===== src/rtl/baud_tick_gen.sv =====
// Baud tick generator. Derives a receiver oversampling strobe, a transmitter
// bit strobe and a 50% duty baud square wave from the system clock. Seven
// preset rates are computed at elaboration; an eighth selection takes a
// run-time divisor. Any change of the effective divisor restarts all timing
// from zero so that no partial period at the old rate is ever emitted.
module baud_tick_gen #(
  parameter int unsigned CLK_FREQ   = 50000000,
  parameter int unsigned OVERSAMPLE = 16,
  parameter int unsigned DIV_WIDTH  = 16
) (
  input  logic                 clock,
  input  logic                 reset_n,
  input  logic                 enable,
  input  logic [2:0]           baud_rate,
  input  logic [DIV_WIDTH-1:0] custom_div,
  output logic                 rx_tick,
  output logic                 tx_tick,
  output logic                 baud_clk,
  output logic                 div_error
);

  localparam int unsigned OsW = (OVERSAMPLE > 1) ? $clog2(OVERSAMPLE) : 1;
  localparam logic [OsW-1:0] OsLast = OsW'(OVERSAMPLE - 1);
  localparam logic [OsW-1:0] OsHalf = OsW'(OVERSAMPLE / 2 - 1);
  localparam logic [2:0] RateCustom = 3'b111;

  // Rounded clocks per sample period for a given baud rate.
  function automatic longint unsigned preset_div(input longint unsigned baud);
    longint unsigned per_bit;
    per_bit = baud * 64'(OVERSAMPLE);
    return (64'(CLK_FREQ) + per_bit / 2) / per_bit;
  endfunction

  // Entry 7 is the custom slot and is never read.
  localparam longint unsigned DivRaw [8] = '{
    preset_div(64'd2400),
    preset_div(64'd4800),
    preset_div(64'd9600),
    preset_div(64'd19200),
    preset_div(64'd38400),
    preset_div(64'd57600),
    preset_div(64'd115200),
    64'd0
  };

  if ((OVERSAMPLE < 2) || ((OVERSAMPLE % 2) != 0)) begin : g_bad_oversample
    $error("baud_tick_gen: OVERSAMPLE must be even and at least 2");
  end

  for (genvar i = 0; i < 7; i++) begin : g_preset_chk
    if (DivRaw[i] >= (64'd1 << DIV_WIDTH)) begin : g_bad_div
      $error("baud_tick_gen: preset divisor does not fit DIV_WIDTH");
    end
  end

  // Maps a rate select and custom divisor to the effective sample period.
  function automatic logic [DIV_WIDTH-1:0] decode_div(input logic [2:0]           rate,
                                                      input logic [DIV_WIDTH-1:0] cdiv);
    logic [DIV_WIDTH-1:0] d;
    if (rate == RateCustom) begin
      d = cdiv;
    end else begin
      d = DIV_WIDTH'(DivRaw[rate]);
    end
    return d;
  endfunction

  logic [2:0]           sel_rate_q;
  logic [DIV_WIDTH-1:0] sel_div_q;
  logic [DIV_WIDTH-1:0] div_prev_q;
  logic [DIV_WIDTH-1:0] sample_cnt_q;
  logic [OsW-1:0]       os_cnt_q;
  logic                 rx_tick_q;
  logic                 tx_tick_q;
  logic                 baud_clk_q;
  logic                 div_error_q;

  logic [DIV_WIDTH-1:0] div;
  logic                 div_bad;
  logic                 div_changed;
  logic                 sample_wrap;

  // Decode the active divisor and the per-cycle control conditions.
  always_comb begin
    div         = decode_div(sel_rate_q, sel_div_q);
    div_bad     = (div < DIV_WIDTH'(2));
    div_changed = (div != div_prev_q);
    sample_wrap = (sample_cnt_q == (div - DIV_WIDTH'(1)));
  end

  // Selection register plus last cycle's divisor for change detection. On
  // reset the previous divisor is loaded with the new one so that leaving
  // reset is not mistaken for a rate change.
  always_ff @(posedge clock) begin
    sel_rate_q <= baud_rate;
    sel_div_q  <= custom_div;
    if (!reset_n) begin
      div_prev_q <= decode_div(baud_rate, custom_div);
    end else begin
      div_prev_q <= div;
    end
  end

  // Sample and oversample counters with registered strobes and baud clock.
  always_ff @(posedge clock) begin
    if (!reset_n) begin
      sample_cnt_q <= '0;
      os_cnt_q     <= '0;
      rx_tick_q    <= 1'b0;
      tx_tick_q    <= 1'b0;
      baud_clk_q   <= 1'b0;
      div_error_q  <= 1'b0;
    end else begin
      div_error_q <= div_bad;
      rx_tick_q   <= 1'b0;
      tx_tick_q   <= 1'b0;
      if (div_bad || div_changed) begin
        // Restart as if from reset; no tick in this cycle.
        sample_cnt_q <= '0;
        os_cnt_q     <= '0;
        baud_clk_q   <= 1'b0;
      end else if (enable) begin
        if (sample_wrap) begin
          sample_cnt_q <= '0;
          rx_tick_q    <= 1'b1;
          if (os_cnt_q == OsLast) begin
            os_cnt_q  <= '0;
            tx_tick_q <= 1'b1;
          end else begin
            os_cnt_q <= os_cnt_q + OsW'(1);
          end
          if ((os_cnt_q == OsHalf) || (os_cnt_q == OsLast)) begin
            baud_clk_q <= ~baud_clk_q;
          end
        end else begin
          sample_cnt_q <= sample_cnt_q + DIV_WIDTH'(1);
        end
      end
    end
  end

  assign rx_tick   = rx_tick_q;
  assign tx_tick   = tx_tick_q;
  assign baud_clk  = baud_clk_q;
  assign div_error = div_error_q;

endmodule


===== config.mk =====
export PLATFORM = sky130hd
export DESIGN_NAME = baud_tick_gen
export DESIGN_NICKNAME = d
export VERILOG_FILES = /design/src/rtl/baud_tick_gen.sv
export SDC_FILE = /design/constraint.sdc
export NUM_CORES = 1
export LEC_CHECK = 0
export BUFFER_PORTS_ARGS = -buffer_cell sky130_fd_sc_hd__buf_2
export CORE_MARGIN = 3
export CORE_UTILIZATION = 45
export CTS_BUF_LIST = sky130_fd_sc_hd__clkbuf_2 sky130_fd_sc_hd__clkbuf_4 sky130_fd_sc_hd__clkbuf_8
export DETAILED_ROUTE_END_ITERATION = 10
export GPL_TIMING_DRIVEN = 0
export PLACE_DENSITY = 0.59
export SLEW_MARGIN = 10
export SYNTH_ARGS = -nofsm -noshare
export SYNTH_HDL_FRONTEND = slang
export SYNTH_SLANG_ARGS = --single-unit

===== constraint.sdc =====
create_clock -name clock -period 10.6 [get_ports clock]
set_input_delay 0.53 -clock clock [delete_from_list [all_inputs] [get_ports clock]]
set_output_delay 0.53 -clock clock [all_outputs]
set_load 0.05 [all_outputs]

==> run summary, run 1 <==
• number of cells on the worst reg-to-reg path: 14
• count of buffers from port buffering: 25
• Post-Route WL: 8150 um
• fraction of final layout cells sized beyond drive strength 1: 13.9%
• P_leak: 1.49 nW
• CP arrival: 4.37 ns
• class of the most critical setup path: flip-flop to flip-flop
• relative slew slack: 64.7%
• die outline height: 92.7 um
• crit end category: flip-flop
• final hold violation count: 0
• total clock buffers created by CTS: 9
• post-synthesis cell count: 392
• Cell Area, Synth: 3380 um^2
• critical path data required time: 10.82 ns
• HP Class: input port to flip-flop
• count of buffers added by post-CTS timing repair for setup: 0
• starting utilization of the core area: 48.0%
• Finish-stage setup viols: 0
• area share of the largest cell type after synthesis: 34.9%
• Global Route Usage Sum: 19.7%
• power per standard cell area: 135 nW/um^2
• Final Net Count: 466
• storage element area: 1180 um^2
• run status: finished clean
• Synth cell types: 62
• number of resized instances in the post-cts repair step: 0
• clock network latency to the later pin of the worst-skew pair: 0.34 ns
• combined area of the multi-input logic cells: 2060 um^2
• number of antenna cells inserted: 0
• xor and xnor area share after synthesis: 12.6%
• worst hold-check slack: 0.296 ns
• root buffer cell: sky130_fd_sc_hd__clkbuf_8
• initial antenna violation count: 0
• post-synthesis register bit count: 59
• min-delay src: custom_div[12]
• TritonCTS clock tree: done
• Cell Rows: 30
• per-cell via count in the routed design: 5.44
• DP HPWL: 6310 um
• mean cell area of the mapped netlist: 8.63 um^2
• clock edge transition at the registers on the reported setup and hold paths: 0.08 ns
• actual transition at the worst max-transition pin: 0.529 ns
• area leader, netlist: sky130_fd_sc_hd__dfxtp_1
• Max Transition Viols Final: 0
• Async S/R FF share, synth: 0%
• Max rail drop VDD: 0.0855 mV
• top fanout value on the critical path: 10
• minimum clock period: 4.15 ns
• adder-cell share of the synthesized area: 5.91%
• top area cells in the synthesized netlist: sky130_fd_sc_hd__dfxtp_1 (35%), sky130_fd_sc_hd__xnor2_1 (6.2%), sky130_fd_sc_hd__ha_1 (5.9%)
• chain of cells forming the critical path: inv_1 -> ha_1 -> o311a_1 -> nor2_1 -> ha_1 -> nand3_4 -> or4_1 -> a22oi_1 -> nor4b_4 -> nand4b_1 -> buf_2 -> nand2b_1 -> buf_2 -> nor2_1
• Reg2Reg Capture Point: sample_cnt_q[13]
• number of buffers inserted for hold repair after clock tree synthesis: 0
• register-to-register path setup slack: 6.45 ns
• category of cells accounting for the largest share of critical-path delay: simple AND/OR/NAND/NOR gates
• number of antenna-violating nets in the routed design: 0
• maximum number of pins on one net before global-route repair: 13
• number of warnings reported in the yosys synthesis log: 0
• maximum single-stage delay on the critical path: 0.48 ns
• count leader, synth: sky130_fd_sc_hd__dfxtp_1
• register area share after synthesis: 34.9%
• post-synthesis to final-layout area growth: 13.2%
• number of iterations in the first detailed-routing pass: 4
• 1st-iter DRT viols: 164
• number of enable flip-flop cells after synthesis: 0
• fmax: 0.241 GHz
• maximum number of buffers from clock root to sink: 2
• final worst path period share: 39.1%
• cell at the slowest stage of the critical path: sky130_fd_sc_hd__or4_1
• Die Outline Area: 8600 um^2
• mean routed wirelength per cell: 15.4 um
• count of fill cells added during filler insertion: 743
• Routability Congestion: 0.882
• worst-case clock skew: 0.0129 ns
• basic-gate share of the synthesized area counting and, or, nand and nor cells: 24.8%
• fraction of synthesized area in multiplexers: 3.99%
• H-tree depth reported by CTS: 3
• worst path bufs/invs: 3
• wire length of the first global-routing pass: 13400 um
• total core area: 7060 um^2
• main combinational cell family by area after synthesis: simple AND/OR/NAND/NOR gates
• overflow left after global routing: 0
• commonest cells in the netlist: sky130_fd_sc_hd__dfxtp_1 (59), sky130_fd_sc_hd__nand2_1 (41), sky130_fd_sc_hd__nor2_1 (37)
• I/O pin count: 26
• total negative setup slack: 0 ns
• total nets after synthesis: 430
• RR Startpoint: sel_rate_q[0]
• via count of the first global-routing pass: 2718
• most instantiated flip-flop cell in the synthesis netlist: sky130_fd_sc_hd__dfxtp_1
• via count: 2880
• RSZ-0062 raised after global routing: false
• startpoint type of the worst setup path: flip-flop
• CTS sink count: 59
• worst hold path endpoint: sel_div_q[12]
• die extent in x: 92.7 um
• max_cap viols: 0
• compound-gate portion of the synthesized area: 13.8%
• WHS Path Cells: 1
• number of DRC violations after detailed routing: 0
## placed cells by master (no fill, tap or decap), drive strengths merged, types with 3 or more instances in the layout
master / n
clkinv: 3
xor2: 22
o32ai: 3
a21o: 3
mux2i: 12
or2: 3
ha: 16
and2: 4
a31oi: 4
nor3: 9
xnor2: 24
nand2: 42
clkbuf: 21
nor4: 6
o22ai: 5
dfxtp: 59
buf: 32
nand4: 9
and3: 10
nor2b: 5
or3: 5
nand3: 11
inv: 11
o21ai: 16
nor2: 37
a21oi: 19
nand2b: 4
## routing by layer
| layer | vias up | global-route usage, % | wire (um) |
|---|---|---|---|
| li1 | 1465 | - | - |
| met1 | 1328 | 25.9 | 3840 |
| met2 | 69 | 31.7 | 3770 |
| met3 | 18 | 3.74 | 314 |
| met4 | 0 | 8.55 | 223 |
| met5 | - | 0 | 0 |
## power by group
group          total [mW]  internal [mW]  switching, mW
sequential          0.235          0.230        0.00514
combinational      0.0737         0.0313         0.0424
clock               0.207          0.110         0.0977
## worst max-delay path by stage
stage / start / to / slack [ns] / cells past startpoint
detailed placement: sel_rate_q[0] / sample_cnt_q[7] / 6.47 / 14
global route: sel_rate_q[0] / sample_cnt_q[13] / 6.08 / 14
CTS: sel_rate_q[0] / sample_cnt_q[7] / 6.47 / 14
floorplan: sel_rate_q[0] / os_cnt_q[3] / 7.14 / 14
finish: sel_rate_q[0] / sample_cnt_q[13] / 6.45 / 14
global placement: sel_rate_q[0] / sample_cnt_q[12] / 6.52 / 14
## through the flow
| step | utilization (%) | setup WS (ns) | cell area (um^2) | total power, mW | instances |
|---|---|---|---|---|---|
| floorplan | - | 7.14 | 3380 | 0.293 | 392 |
| global placement | 51.4 | 6.52 | 3630 | 0.313 | 513 |
| detailed placement | 51.4 | 6.47 | 3630 | 0.314 | 513 |
| CTS | 54.3 | 6.47 | 3830 | 0.522 | 529 |
| global route | 54.3 | 6.08 | 3830 | 0.540 | 529 |
| finish | 54.3 | 6.45 | 3830 | 0.516 | 529 |
## cells by family (layout without fill, tap and decap cells)
logic type	after synthesis	after routing
muxes	13	13
DFF	59	59
xor gates and xnor gates	47	47
adders and majority gates	16	16
buffers and inverters	29	70
AOI/OAI and AO/OA	71	71
and+or+nand+nor	157	157
## cell type report
class | instances | area share [%]
Tap cell | 96 | 3.14
Clock buffer | 9 | 3.23
Clock inverter | 7 | 1.99
Inverter | 10 | 0.980
Buffer | 19 | 2.65
Multi-Input combinational cell | 304 | 53.9
Timing Repair Buffer | 25 | 3.27
Sequential cell | 59 | 30.8
## sequential cells by signal (all words and copies together) (netlist names)
register	cells
sel_div_q	16
div_prev_q	16
os_cnt_q	4
sel_rate_q	3
tx_tick	1
div_error	1
baud_clk	1
sample_cnt_q	16
rx_tick	1
Note: power is estimated with default switching activity, not from simulation.
==> run 2, diff against run 1 <==
Settings changed: PLACE_DENSITY 0.59 to 0.61.
Clock period 10.6 ns to 3.75 ns, I/O delays scaled along.
==> run 2 against run 1 <==
Effect of this change: die area did not move; via count rose by 1.4%; register-to-register slack got worse by 6.2 ns; clock-buffer cell count rose by 1; global-route usage rose by 0.13 points; sequential share of layout area fell by 1.8 points; clock skew fell by 0.0045 ns; combinational power rose to 3.1 times the previous value; sequential cell count did not move; core utilization rose by 3.5 points; critical path type unchanged; largest power group unchanged; highest routed layer unchanged.
==> run summary, run 2 (synthesis gave the netlist of run 1 again) <==
• most common cell after layout, fill and taps aside: sky130_fd_sc_hd__dfxtp_1, unchanged
• number of iterations in the first detailed-routing pass: 4, unchanged
• wire length of the first global-routing pass: 13500 um, was 13400 um
• clock network latency to the later pin of the worst-skew pair: 0.34 ns, about the same
• P_leak: 1.59 nW, was 1.49 nW
• Final Power: 1.54 mW, was 516 uW
• final worst path period share: 93.2%, was 39.1%
• final cell count without fillers: 548, was 529
• top fanout value on the critical path: 10, unchanged
• Max rail drop VDD: 0.214 mV, was 0.0855 mV
• initial antenna violation count: 0, unchanged
• Final Instance Area: 4080 um^2, was 3830 um^2
• class of the most critical setup path: flip-flop to flip-flop, unchanged
• Cell Count Post-Placement: 513, unchanged
• RR Startpoint: sel_rate_q[0], unchanged
• via count of the first global-routing pass: 2793, was 2718
• Final Net Count: 485, was 466
• number of antenna-violating nets in the routed design: 0, unchanged
• utilization after layout: 57.8%, was 54.3%
• final critical-path setup slack: 0.256 ns, was 6.45 ns
• total core area: 7060 um^2, unchanged
• worst setup slack before clock tree synthesis: -0.367 ns, was 6.47 ns
• overflow left after global routing: 0, unchanged
• minimum clock period: 3.49 ns, was 4.15 ns
• maximum number of pins on one net before global-route repair: 12, was 13
• per-cell via count in the routed design: 5.33, was 5.44
• mean routed wirelength per cell: 14.8 um, was 15.4 um
• I/O pin count: 26, unchanged
• number of DRC violations after detailed routing: 0, unchanged
• final hold violation count: 0, unchanged
• Routability Congestion: 0.845, was 0.882
• HP Class: input port to flip-flop, unchanged
• Die Outline Area: 8600 um^2, unchanged
• Max Transition Viols Final: 0, unchanged
• crit end category: flip-flop, unchanged
• Post-DP Area: 3630 um^2, unchanged
• TritonCTS clock tree: done, unchanged
• root buffer cell: sky130_fd_sc_hd__clkbuf_8, unchanged
• fmax: 0.286 GHz, was 0.241 GHz
• worst hold-check slack: 0.0317 ns, was 0.296 ns
• commonest cells after routing, fill and taps aside: sky130_fd_sc_hd__dfxtp_1 (58), sky130_fd_sc_hd__nand2_1 (41), sky130_fd_sc_hd__nor2_1 (36), was sky130_fd_sc_hd__dfxtp_1 (59), sky130_fd_sc_hd__nand2_1 (41), sky130_fd_sc_hd__nor2_1 (37)
• 1st-iter DRT viols: 110, was 164
• maximum number of buffers from clock root to sink: 2, unchanged
• post-synthesis to final-layout area growth: 20.5%, was 13.2%
• Crit. Startpoint: sel_rate_q[0], unchanged
• worst-case clock skew: 0.00838 ns, was 0.0129 ns
• startpoint type of the worst setup path: flip-flop, unchanged
• critical path data required time: 4.02 ns, was 10.82 ns
• number of antenna cells inserted: 0, unchanged
• total clock buffers created by CTS: 9, unchanged
• count of buffers from port buffering: 25, unchanged
• RSZ-0062 raised after global routing: false, unchanged
• Finish-stage setup viols: 0, unchanged
• CTS sink count: 59, unchanged
• min-delay src: baud_rate[0], was custom_div[12]
• Cell Rows: 30, unchanged
• power per standard cell area: 377 nW/um^2, was 135 nW/um^2
• run status: finished clean, unchanged
• die extent in x: 92.7 um, unchanged
• max_cap viols: 0, unchanged
• via count: 2920, was 2880
• H-tree depth reported by CTS: 3, unchanged
• total negative setup slack: 0 ns, unchanged
• DP HPWL: 6150 um, was 6310 um
• Post-Route WL: 8130 um, was 8150 um
• relative slew slack: 65.1%, was 64.7%
• Largest regs: div_prev_q (16), sample_cnt_q (16), sel_div_q (16), unchanged
• Global Route Usage Sum: 19.9%, was 19.7%
• clock edge transition at the registers on the reported setup and hold paths: 0.07 ns, was 0.08 ns
• actual transition at the worst max-transition pin: 0.524 ns, was 0.529 ns
• fraction of final layout cells sized beyond drive strength 1: 15.3%, was 13.9%
• starting utilization of the core area: 48.0%, unchanged
• CP arrival: 3.76 ns, was 4.37 ns
• die outline height: 92.7 um, unchanged
==> run 2: changes by cell type in the layout (fill, tap and decap cells not counted), moves of 2 or more <==
cell | previous run | this run
sky130_fd_sc_hd__dlygate4sd3_1 | 0 | 18
sky130_fd_sc_hd__buf_2 | 28 | 26
sky130_fd_sc_hd__clkinv_4 | 2 | 0
sky130_fd_sc_hd__buf_4 | 1 | 5
==> run 2: path summary, 6_finish.rpt <==
path / to / slack, ns / cells past startpoint
max: os_cnt_q[3] / 0.26 / 14
min: sel_rate_q[0] / 0.03 / 1
max reg2reg: os_cnt_q[3] / 0.26 / 14
min reg2reg: os_cnt_q[0] / 0.51 / 2
==> run 2: worst max-delay path, stage by stage, from the launching register on <==
cell	delay (ns)
sky130_fd_sc_hd__dfxtp_2	0.36
sky130_fd_sc_hd__ha_1	0.21
sky130_fd_sc_hd__buf_6	0.14
sky130_fd_sc_hd__buf_6	0.14
sky130_fd_sc_hd__o311a_4	0.35
sky130_fd_sc_hd__nor2_4	0.12
sky130_fd_sc_hd__ha_2	0.21
sky130_fd_sc_hd__nand3_4	0.11
sky130_fd_sc_hd__or4_1	0.51
sky130_fd_sc_hd__a22oi_2	0.18
sky130_fd_sc_hd__nor4b_4	0.23
sky130_fd_sc_hd__nand4b_1	0.17
sky130_fd_sc_hd__buf_4	0.21
sky130_fd_sc_hd__or3_1	0.35
sky130_fd_sc_hd__a21oi_1	0.13
==> run 2: routing by layer <==
metal | up-vias | GRT usage (%) | part of all wire (%)
li1 | 1498 | - | -
met1 | 1349 | 25.8 | 49
met2 | 53 | 31.7 | 45
met3 | 20 | 4.31 | 3.5
met4 | 0 | 8.79 | 2.8
met5 | - | 0 | 0
==> run 2: power breakdown <==
| group | internal, mW | switching, mW | total [mW] | leakage, nW |
|---|---|---|---|---|
| Clock | 0.382 | 0.263 | 0.646 | 0.106 |
| Sequential | 0.651 | 0.0143 | 0.666 | 0.486 |
| Combinational | 0.104 | 0.122 | 0.226 | 0.998 |
==> run 2: cell type report <==
class                           count  area, um^2
Buffer                             18         103
Sequential cell                    59        1180
Clock inverter                      6        88.8
Fill cell                         697        2980
Multi-Input combinational cell    304        2090
Inverter                           10        37.5
Tap cell                           96         120
Clock buffer                       10         131
Timing Repair Buffer               45         320
==> run 2: repair_timing <==
| item | 4_1_cts | 5_1_grt |
|---|---|---|
| gates resized for setup | 5 | 6 |
| hold buffers | 18 | 0 |
| pin swaps | 0 | 2 |
| setup buffers | 0 | 2 |
| cloned | 0 | 0 |
| hold endpoints to repair | 18 | 0 |
| setup endpoints to repair | 21 | 15 |
